===== config.mk =====
export PLATFORM = sky130hd
export DESIGN_NAME = inst_fetch_queue_unit
export DESIGN_NICKNAME = d
export VERILOG_FILES = /design/src/rtl/inst_fetch_queue_unit.sv
export SDC_FILE = /design/constraint.sdc
export NUM_CORES = 1
export LEC_CHECK = 0
export ABC_AREA = 1
export CAP_MARGIN = 40
export CELL_PAD_IN_SITES_DETAIL_PLACEMENT = 0
export CELL_PAD_IN_SITES_GLOBAL_PLACEMENT = 1
export CORE_UTILIZATION = 48
export DETAILED_ROUTE_END_ITERATION = 6
export HOLD_SLACK_MARGIN = 0.12
export PLACE_DENSITY_LB_ADDON = 0.1
export SLEW_MARGIN = 30
export SYNTH_ARGS = -nofsm -noshare
export SYNTH_HDL_FRONTEND = slang
export SYNTH_SLANG_ARGS = --single-unit

===== constraint.sdc =====
create_clock -name clk_in -period 13.27 [get_ports clk_in]
set_input_delay 2.654 -clock clk_in [delete_from_list [all_inputs] [get_ports clk_in]]
set_output_delay 2.654 -clock clk_in [all_outputs]
set_load 0.01 [all_outputs]

===== src/rtl/inst_fetch_queue_unit.sv =====
// inst_fetch_queue_unit
// Fetch front end: issues one bundle request at a time, tags every returned bundle
// with a slot-valid mask cut after the first branch, and buffers bundles in a
// circular queue drained by the decoder through a valid/ready handshake. A branch
// parks fetch until redirect_valid_in supplies a new PC; the redirect also flushes
// the queue and retires any response still owed to the killed request.
//
// Ports
//   clk_in, reset_n_in          clock (rising edge), asynchronous active-low reset
//   fetch_addr_out/_valid_out   bundle request toward instruction memory
//   fetch_ack_in                memory accepted the request
//   fetch_data_in/_valid_in     returned bundle (slot 0 in LSBs), one-cycle pulse
//   redirect_valid_in/_pc_in    flush strobe and new fetch PC
//   insts_out/_mask_out/_pc_out head bundle, per-slot valid, PC of slot 0
//   insts_valid_out/_ready_in   decoder handshake
//
// Build option
//   FETCH_BYPASS_EN  when defined, a bundle arriving into an empty queue while the
//                    decoder is ready is forwarded combinationally and not stored.
//
// Branch detection treats the RV32 control-transfer major opcodes (BRANCH, JAL,
// JALR) as branches; only inst[6:0] of each slot is inspected.
module inst_fetch_queue_unit #(
  parameter int unsigned            NUM_SLOTS   = 2,
  parameter int unsigned            INST_WIDTH  = 32,
  parameter int unsigned            QUEUE_DEPTH = 4,
  parameter int unsigned            PC_WIDTH    = 32,
  parameter logic [PC_WIDTH-1:0]    PC_RESET    = '0
) (
  input  logic                              clk_in,
  input  logic                              reset_n_in,
  output logic [PC_WIDTH-1:0]               fetch_addr_out,
  output logic                              fetch_addr_valid_out,
  input  logic                              fetch_ack_in,
  input  logic [NUM_SLOTS*INST_WIDTH-1:0]   fetch_data_in,
  input  logic                              fetch_data_valid_in,
  input  logic                              redirect_valid_in,
  input  logic [PC_WIDTH-1:0]               redirect_pc_in,
  output logic [NUM_SLOTS*INST_WIDTH-1:0]   insts_out,
  output logic [NUM_SLOTS-1:0]              insts_mask_out,
  output logic [PC_WIDTH-1:0]               insts_pc_out,
  output logic                              insts_valid_out,
  input  logic                              insts_ready_in
);

  localparam int unsigned BundleW = NUM_SLOTS * INST_WIDTH;
  localparam int unsigned IdxW    = $clog2(QUEUE_DEPTH);
  localparam int unsigned PtrW    = IdxW + 1;
  localparam logic [PC_WIDTH-1:0] PcInc = PC_WIDTH'(NUM_SLOTS * INST_WIDTH / 8);

  typedef enum logic [1:0] {StReq, StWait, StBrHold} state_e;

  function automatic logic is_br_op(input logic [6:0] op);
    return (op == 7'b1100011) || (op == 7'b1101111) || (op == 7'b1100111);
  endfunction

  state_e              r_state, w_state_next;
  logic [PC_WIDTH-1:0] r_pc;
  logic                r_drop;
  logic [PtrW-1:0]     r_wr_ptr, r_rd_ptr;
  logic [BundleW-1:0]   r_q_data [QUEUE_DEPTH];
  logic [NUM_SLOTS-1:0] r_q_mask [QUEUE_DEPTH];
  logic [PC_WIDTH-1:0]  r_q_pc   [QUEUE_DEPTH];

  logic                 w_empty, w_full, w_req, w_resp, w_bypass, w_push, w_pop;
  logic                 w_head_valid, w_kill, w_has_br;
  logic [NUM_SLOTS-1:0] w_mask;
  logic [IdxW-1:0]      w_wr_idx, w_rd_idx;

  assign w_wr_idx = r_wr_ptr[IdxW-1:0];
  assign w_rd_idx = r_rd_ptr[IdxW-1:0];
  assign w_empty  = (r_wr_ptr == r_rd_ptr);
  assign w_full   = (r_wr_ptr[IdxW] != r_rd_ptr[IdxW]) && (w_wr_idx == w_rd_idx);

  // Slots up to and including the first branch are valid.
  always_comb begin
    logic found;
    found  = 1'b0;
    w_mask = '0;
    for (int i = 0; i < NUM_SLOTS; i++) begin
      w_mask[i] = ~found;
      if (is_br_op(fetch_data_in[i*INST_WIDTH +: 7])) found = 1'b1;
    end
    w_has_br = found;
  end

  // A bundle is taken only in WAIT, when it is not owed to a killed request and
  // no redirect is flushing this cycle.
  assign w_resp = fetch_data_valid_in && (r_state == StWait) && !r_drop && !redirect_valid_in;

`ifdef FETCH_BYPASS_EN
  assign w_bypass = w_resp && w_empty && insts_ready_in;
`else
  assign w_bypass = 1'b0;
`endif

  // Requests are only raised with a free entry and only one bundle is ever in
  // flight, so a push never meets a full queue.
  assign w_push       = w_resp && !w_bypass;
  assign w_head_valid = !w_empty;
  assign w_pop        = w_head_valid && insts_ready_in && !redirect_valid_in;

  // On redirect, remember whether a response for the killed request is still owed:
  // one outstanding in WAIT, one accepted this very cycle, or an older one not yet seen.
  assign w_kill = ((r_state == StWait) && (!fetch_data_valid_in || r_drop)) ||
                  (w_req && fetch_ack_in) ||
                  (r_drop && !fetch_data_valid_in);

  // State register
  always_ff @(posedge clk_in or negedge reset_n_in) begin
    if (!reset_n_in) r_state <= StReq;
    else             r_state <= w_state_next;
  end

  // Next-state logic
  always_comb begin
    w_state_next = r_state;
    unique case (r_state)
      StReq:    if (w_req && fetch_ack_in) w_state_next = StWait;
      StWait:   if (w_resp) w_state_next = w_has_br ? StBrHold : StReq;
      StBrHold: w_state_next = StBrHold;
      default:  w_state_next = StReq;
    endcase
    if (redirect_valid_in) w_state_next = StReq;
  end

  // FSM outputs; the request is held low while reset is asserted.
  always_comb begin
    w_req                = (r_state == StReq) && !w_full;
    fetch_addr_valid_out = w_req && reset_n_in;
  end

  assign fetch_addr_out = r_pc;

  always_ff @(posedge clk_in or negedge reset_n_in) begin
    if (!reset_n_in) begin
      r_pc     <= PC_RESET;
      r_drop   <= 1'b0;
      r_wr_ptr <= '0;
      r_rd_ptr <= '0;
    end else if (redirect_valid_in) begin
      r_pc     <= redirect_pc_in;
      r_drop   <= w_kill;
      r_wr_ptr <= '0;
      r_rd_ptr <= '0;
    end else begin
      if (w_resp && !w_has_br)          r_pc     <= r_pc + PcInc;
      if (fetch_data_valid_in && r_drop) r_drop   <= 1'b0;
      if (w_push)                       r_wr_ptr <= r_wr_ptr + PtrW'(1);
      if (w_pop)                        r_rd_ptr <= r_rd_ptr + PtrW'(1);
    end
  end

  // Storage is never read while empty, so it needs no reset.
  always_ff @(posedge clk_in) begin
    if (w_push && !redirect_valid_in) begin
      r_q_data[w_wr_idx] <= fetch_data_in;
      r_q_mask[w_wr_idx] <= w_mask;
      r_q_pc[w_wr_idx]   <= r_pc;
    end
  end

  // Decoder side: head entry, zeroed when nothing is valid.
  always_comb begin
    insts_valid_out = w_head_valid || w_bypass;
    insts_out       = '0;
    insts_mask_out  = '0;
    insts_pc_out    = '0;
    if (w_head_valid) begin
      insts_out      = r_q_data[w_rd_idx];
      insts_mask_out = r_q_mask[w_rd_idx];
      insts_pc_out   = r_q_pc[w_rd_idx];
    end
`ifdef FETCH_BYPASS_EN
    else if (w_bypass) begin
      insts_out      = fetch_data_in;
      insts_mask_out = w_mask;
      insts_pc_out   = r_pc;
    end
`endif
  end

endmodule

# Word level (Yosys, flattened, before mapping)
# Memory sizes are Yosys's and may differ from the RTL's.
# Cells that the tools add are included.
# W data, S select, Z words.
# word_totals
mem_bits_rw	388
n_memories	3
regBits	41
# memory_table
memory	words	word_bits	rd	rd_clocked_by_memory_dff	write_ports	line_no	source
r_q_data	4	64	1	0	1	61	logic [BundleW-1:0] r_q_data [QUEUE_DEPTH];
r_q_pc	4	32	1	0	1	63	logic [PC_WIDTH-1:0] r_q_pc [QUEUE_DEPTH];
r_q_mask	4	1	1	0	1	62	logic [NUM_SLOTS-1:0] r_q_mask [QUEUE_DEPTH];
# classes
n_eq_ne	13
bitwise_logic	1
n_addsub	3
muxes	20
n_reduce_logical	33
# op_table
operator	n
$mux W32	3
$mux W64	1
$eq A7 B7 Y1 const B	6
$add A32 B4 Y32 const B	1
$logic_and A1 B1 Y1	14
$mux W3	4
$mux W2	5
$reduce_bool A2 Y1	4
$logic_or A1 B1 Y1	7
$add A3 B1 Y3 const B	2
$logic_not A1 Y1	6
$mux W1	6
$ne A3 B3 Y1 const B	2
$pmux W2 S3	1
$eq A3 B3 Y1	1
$eq A2 B1 Y1 const B	1
$eq A2 B2 Y1	1
$eq A2 B2 Y1 const B	1
$logic_not A2 Y1	1
$reduce_and A2 Y1	1
$ne A1 B1 Y1	1
$not A1 Y1	1

# Depth between registers and ports, before layout
# Gate-level depths: netlist of the first run.
# logic_depth
ltp_word	9
ltp_mapped	10

# Worst setup path after synthesis of the first run
# OpenSTA, ideal clock, no wires.
# synth_path
path_type	input to register
startpoint	input fetch_data_valid_in
endpoint	memory r_q_data[0][0] (netlist bit), enable pin
n_path_buf	0
path_stages	4
arrival_time_ns	7.177
setup_time_ns	0.554
required_time_ns	12.716
setup_slack_ns	5.539
path_cell_list	nand2_1 > nor3_4 > nand2_2 > nor2_1
# synth_between
elab_chain_len	6
# synth_lines
element	line_no	source
start, declared	36	input logic fetch_data_valid_in,
$logic_and A1 B1 Y1 (3 in series)	89	assign w_resp = fetch_data_valid_in && (r_state == StWait) && !r_drop && !redirect_valid_in;
$logic_and A1 B1 Y1	156	if (w_push && !redirect_valid_in) begin
$mux W1	156	
$mux W1 (not written as such)	157	r_q_data[w_wr_idx] <= fetch_data_in;
end, declared	61	
# No other way between the ends.

# Worst setup path in the final report of the first run
# layout_path
startpoint	register r_rd_ptr[0]
endpoint	output insts_pc_out[9]
# layout_between
elab_chain_len	2
word_cells_on_any_way	3
# layout_lines
element	line_no	source
start, declared	60	logic [PtrW-1:0] r_wr_ptr, r_rd_ptr;
start signal, assigned	150	if (w_pop) r_rd_ptr <= r_rd_ptr + PtrW'(1);
$mem_v2 Z4 W32 / $eq A3 B3 Y1 (equally long branches)	n/a	
$mux W32 (*)	169	if (w_head_valid) begin
end, declared	41	output logic [PC_WIDTH-1:0] insts_pc_out,
# Every way passes the cells marked *; elsewhere a longest branch is shown, timed or not.

==> results of run 1 <==
[layout by cell type, fill, tap and decap left out, types with 3 or more instances in the layout]
master           count
nand2_1            291
edfxtp_1           388
a21oi_1             14
clkinv_1            11
clkbuf_16           45
xor2_1               7
buf_4               16
clkbuf_1            13
inv_1              132
o32ai_1             97
xnor2_1              8
o21ai_0            109
or2_2                4
buf_16               3
nand3b_1             5
dfrtp_1             39
clkdlybuf4s50_1    232
inv_6                3
clkinv_2             4
ha_1                 6
o21bai_1             3
nor2_4               5
nand3_1             43
nor2_1             348
[power by group]
| part | switching (uW) | total, uW | internal [uW] | leakage [uW] |
|---|---|---|---|---|
| combinational | 201 | 370 | 170 | 0.00373 |
| clock | 481 | 1130 | 648 | 0.000638 |
| sequential | 50.2 | 1560 | 1510 | 0.00401 |
[cell type report]
class,count,area [sq um],area share [%]
Clock buffer,59,1190,5.34
Sequential cell,429,12700,57.0
Tap cell,504,631,2.83
Multi-Input combinational cell,953,4550,20.4
Clock inverter,21,133,0.596
Timing Repair Buffer,254,2560,11.5
Inverter,135,512,2.30
[logic make-up (layout without fill, tap and decap cells)]
family | count (synthesis) | in the layout | share of synthesized area [%]
flops | 429 | 429 | 69.9
xor+xnor | 16 | 16 | 0.814
fa+ha+maj | 6 | 6 | 0.414
buf+inv | 222 | 469 | 5.17
simple gates | 706 | 706 | 15.4
compound gates | 225 | 225 | 8.29
[worst max-delay path by stage]
stage	start	end	slack [ns]	cells past startpoint
floorplan	fetch_data_valid_in	r_q_data[0][0]	5.54	4
global placement	reset_n_in	fetch_addr_valid_out	6.58	4
global route	r_rd_ptr[0]	insts_pc_out[9]	6.30	8
CTS	r_rd_ptr[0]	insts_pc_out[10]	6.47	7
finish	r_rd_ptr[0]	insts_pc_out[9]	6.58	8
detailed placement	reset_n_in	fetch_addr_valid_out	6.59	4
[metal layers]
metal / global-route usage (%) / wire length [um] / up-vias
li1: - / - / 5969
met1: 30.7 / 18800 / 5940
met2: 36.3 / 19800 / 307
met3: 3.27 / 2170 / 53
met4: 6.05 / 822 / 0
met5: 0 / 0 / -
[through the flow]
step                      worst slack [ns]  total power (uW)  instance area [sq um]  hold slack [ns]  instances
after floorplan                       5.54              1760                  18100            0.491       1604
after global placement                6.58              1950                  20800            0.518       2271
after detailed placement              6.59              1960                  20900            0.528       2274
after CTS                             6.47              3090                  22200            0.538       2354
after global routing                  6.30              3180                  22300            0.563       2355
final                                 6.58              3060                  22300            0.530       2355
[critical path, stage by stage (launching register included)]
cell	delay, ns
dfrtp_4	0.75
inv_6	0.66
buf_4	0.52
buf_16	0.30
nor2_1	0.07
o32ai_1	0.36
nand2_1	0.12
inv_1	0.10
clkdlybuf4s50_1	0.55
[flip-flops by register name (all words and copies together) (netlist names)]
register and count:
r_q_data 256, r_wr_ptr 3, r_state 2, fetch_addr_out 32
r_drop 1, r_q_pc 128, r_q_mask 4, r_rd_ptr 3
==> metrics.txt, run 1 <==
Synth Warn # 0; Inserted Clock Buffers 44; Hold-fix buffers, CTS 0; Finish-stage setup viols 0; hold_sp r_drop; post-CTS resize count 0; WHS Endpoint r_drop; core area 0.0369 sq mm; clk root buf clkbuf_16; origin of the critical flop-to-flop path r_drop; worst-margin pin slew 0.824 ns; nets 1,925; Area contributors post-synth edfxtp_1 (64%), nor2_1 (7.3%), nand2_1 (6.0%); GPL Wtd Cong 0.808; die width 196 um; fillcell total 3,052; share of post-route cells with drive strength above 1 5.35%; Die ar. 0.0385 sq mm; max-slew violations 0; first drt pass iteration count 5; Fmax 149 MHz; post-route ant nets 0; syn_nets 1,712; Sink Count 429; Async SR Flop Fraction 9.56%; cell depth of the worst hold path 2; vias after detailed routing 12,300; top-area cell type share of the netlist area 64.3%; Synth top cells by count edfxtp_1 (388), nor2_1 (352), nand2_1 (291); status complete, no violations; die height 196 um; detailed placement HPWL 24,700 um; most common cell in the netlist edfxtp_1; Seq/Total Area, Yosys 69.9%; leak pwr 0.00838 uW; initial core utilization 49.2%; Worst Path Required 10.62 ns; vias per cell 5.21; grt total ovfl 0; setup slack, reg-to-reg 10.18 ns; H-tree depth 2; Worst Reg-to-Reg Cells 7; Worst EP arrival 4.04 ns; final wirelength 41,600 um; initial antenna violation count 0; Post-synth EDFFs 388; clock skew 0.0137 ns; worst-skew pair later-pin latency 0.54 ns; Ant. Diodes 0; number of global-route vias before repair 12,100; Post-CTS Setup Bufs 0; CTS Buffer Depth 3; final hold violation count 0; hold crit path type reg -> reg; RSZ-0062 raised after global routing false; Avg Cell Area, Syn 11.3 sq um; clk slew on worst S/H paths 0.06 ns; worst vdd rail ir drop 85.8 uV; Cells after Synth 1,604; crit path launch type flip-flop; Critical Path Sink Type primary output; wire per inst 17.7 um; GRT Total Usage 22.1%; final worst path period share 50.4%; row count 70; Crit Reg-Reg Endpoint r_q_data[1][0]; Top FF cell, synth edfxtp_1; CTS tree built; largest net degree at the start of global routing 102; Mapped Area 0.0181 sq mm; setup TNS 0 ns; Tmin final 6.69 ns; Ports 234; P&R area growth vs syn 22.8%; IO buf count 233; drt drc 0; WS Path Type reg -> out; total of max-cap violations 0; 1st-iter DRT viols 763; pwr dens 137 mW/mm^2; post-synth top area cell edfxtp_1; crit-path max FO 101; Max-slew headroom 45.0%; Synth cell types 33; #FFs+latches synth 429; first-pass GRT wire length 65,700 um; final core occ 60.4%
No activity file was read; power rests on OpenSTA's default activity.
==> inputs of run 2 (changes only) <==
Settings changed: CORE_UTILIZATION 48 to 40.
Clock period 13.27 ns to 5.6 ns, I/O delays scaled along.
==> run 2 against run 1 <==
Net effect: clock-buffer cell count is 5 lower; first-iteration DRC count decreased by 7.3%; non-clock buffer count fell by 1; worst hold slack worse by 0.0063 ns; total power grew to 2.5 times the previous value; sequential share of layout area fell by 0.90 points; routed wire length is 6.9% higher; die area grew 20%; via count up 0.20%; global-route usage down 2.7 points; largest cell class unchanged.
==> metrics.txt, run 2 (same netlist as run 1, synthesis figures left out) <==
status complete, no violations; first drt pass iteration count 5; number of global-route vias before repair 12,100; leak pwr 0.00851 uW; final wirelength 44,500 um; clk root buf clkbuf_16; core area 0.0444 sq mm; CP top delay family buffers and inverters; GRT Total Usage 19.3%; initial core utilization 40.8%; post-route ant nets 0; Post-CTS Setup Bufs 0; Hold-fix buffers, CTS 0; hold crit path type reg -> reg; first-pass GRT wire length 69,100 um; die height 215 um; 1st-iter DRT viols 707; detailed placement HPWL 26,700 um; RSZ-0062 raised after global routing false; CTS tree built; CTS Buffer Depth 3; routed length on met3 1940 um; Critical Path Sink Type primary output; Inserted Clock Buffers 46; M1 WL 20,400 um; Final Instance Area 0.0226 sq mm; worst vdd rail ir drop 182 uV; H-tree depth 2; Final Power 7670 uW; crit path launch type flip-flop; nets 1,926; largest net degree at the start of global routing 197; Crit path largest cell delay 0.54 ns; max-slew violations 0; drt drc 0; Reg with most FFs r_q_data; Fmax 237 MHz; clk slew on worst S/H paths 0.06 ns; final hold violation count 0; Tmin final 4.21 ns; worst-skew pair later-pin latency 0.57 ns; Worst EP arrival 3.09 ns; die width 215 um; GPL Wtd Cong 0.800; WS Path Type reg -> out; grt total ovfl 0; Die ar. 0.0462 sq mm; pwr dens 339 mW/mm^2; Critical Path Slowest Stage Cell clkdlybuf4s50_1; crit path buf inv count 4; row count 77; vias after detailed routing 12,300; Worst Path Required 4.48 ns; wire per inst 18.2 um; Finish-stage setup viols 0; share of post-route cells with drive strength above 1 6.15%; wire length on met2 21,300 um; IO buf count 233; Post-DP Area 0.0211 sq mm; worst-margin pin slew 1.01 ns; fillcell total 3,947; Max-slew headroom 32.6%; total of max-cap violations 0; commonest non-fill, non-tap cell in the layout edfxtp_1; crit-path max FO 65; P&R area growth vs syn 24.8%; flip-flop count of the largest register after layout 256; Sink Count 429; DR top layer met4; final worst path period share 75.2%; Ports 234; most frequent cells in the layout edfxtp_1 (388), nor2_1 (348), nand2_1 (291), clkdlybuf4s50_1 (232), inv_1 (132); post-CTS resize count 0; crit-path cells inv_6 -> buf_4 -> nor2_1 -> o32ai_1 -> nand2_1 -> inv_1 -> clkdlybuf4s50_1; initial antenna violation count 0; vias per cell 5.02; clock skew 0.0189 ns
## run 2: changes by cell type in the layout (fill, tap and decap cells not counted), moves of 2 or more
cell	previous run	this run
clkinv_4	1	4
buf_16	3	0
clkbuf_16	45	49
clkbuf_1	13	5
clkinvlp_4	2	0
clkinv_2	4	11
clkinv_1	11	7
buf_4	16	12
buf_12	1	7
bufinv_16	1	6
## run 2: per-stage QoR
| stage | setup WS (ns) | utilization [%] | cells | setup TNS [ns] | hold WS, ns |
|---|---|---|---|---|---|
| floorplan | -0.597 | - | 1604 | -173.82 | 0.491 |
| finish | 1.39 | 50.9 | 2447 | 0 | 0.524 |
| CTS | 1.28 | 50.9 | 2446 | 0 | 0.532 |
| global placement | 1.84 | 47.3 | 2360 | 0 | 0.510 |
| global route | 1.10 | 50.9 | 2446 | 0 | 0.561 |
| detailed placement | 1.85 | 47.4 | 2362 | 0 | 0.520 |
## run 2: per-layer routing
metal	global-route usage, %	vias up
met3	3.37	56
met4	4.74	0
met2	31.9	259
li1	-	5972
met1	26.5	6006
met5	0	-
## run 2: worst paths after layout
path	start	to	slack, ns	cells past startpoint
max in group asynchronous	reset_n_in	r_rd_ptr[1]	4.42	2
hold / removal	r_drop	r_drop	0.52	2
setup reg to reg	r_drop	r_q_data[2][7]	3.06	6
hold reg to reg	r_drop	r_drop	0.52	2
setup / recovery	r_rd_ptr[0]	insts_out[41]	1.39	7
min in group asynchronous	reset_n_in	fetch_addr_out[25]	0.71	2
## run 2: worst register-to-register path, delay by kind of cell, from the launching register on
| kind | cells | cell delay [ns] |
|---|---|---|
| buf+inv | 2 | 0.58 |
| flops | 1 | 0.36 |
| simple gates | 4 | 1.21 |
## run 2: power breakdown
part           total (uW)  internal, uW  leakage, uW  switching (uW)
sequential           3690          3570      0.00401             113
combinational         896           406      0.00372             489
clock                3090          1870     0.000774            1220
## run 2: layout make-up
type | count | area, sq um | share of cell area [%]
Sequential cell | 429 | 12700 | 56.1
Multi-Input combinational cell | 953 | 4550 | 20.1
Timing Repair Buffer | 253 | 2570 | 11.4
Clock buffer | 54 | 1240 | 5.50
Tap cell | 592 | 741 | 3.27
Inverter | 135 | 512 | 2.26
Clock inverter | 30 | 314 | 1.39
Antenna cell | 1 | 2.50 | 0.0111
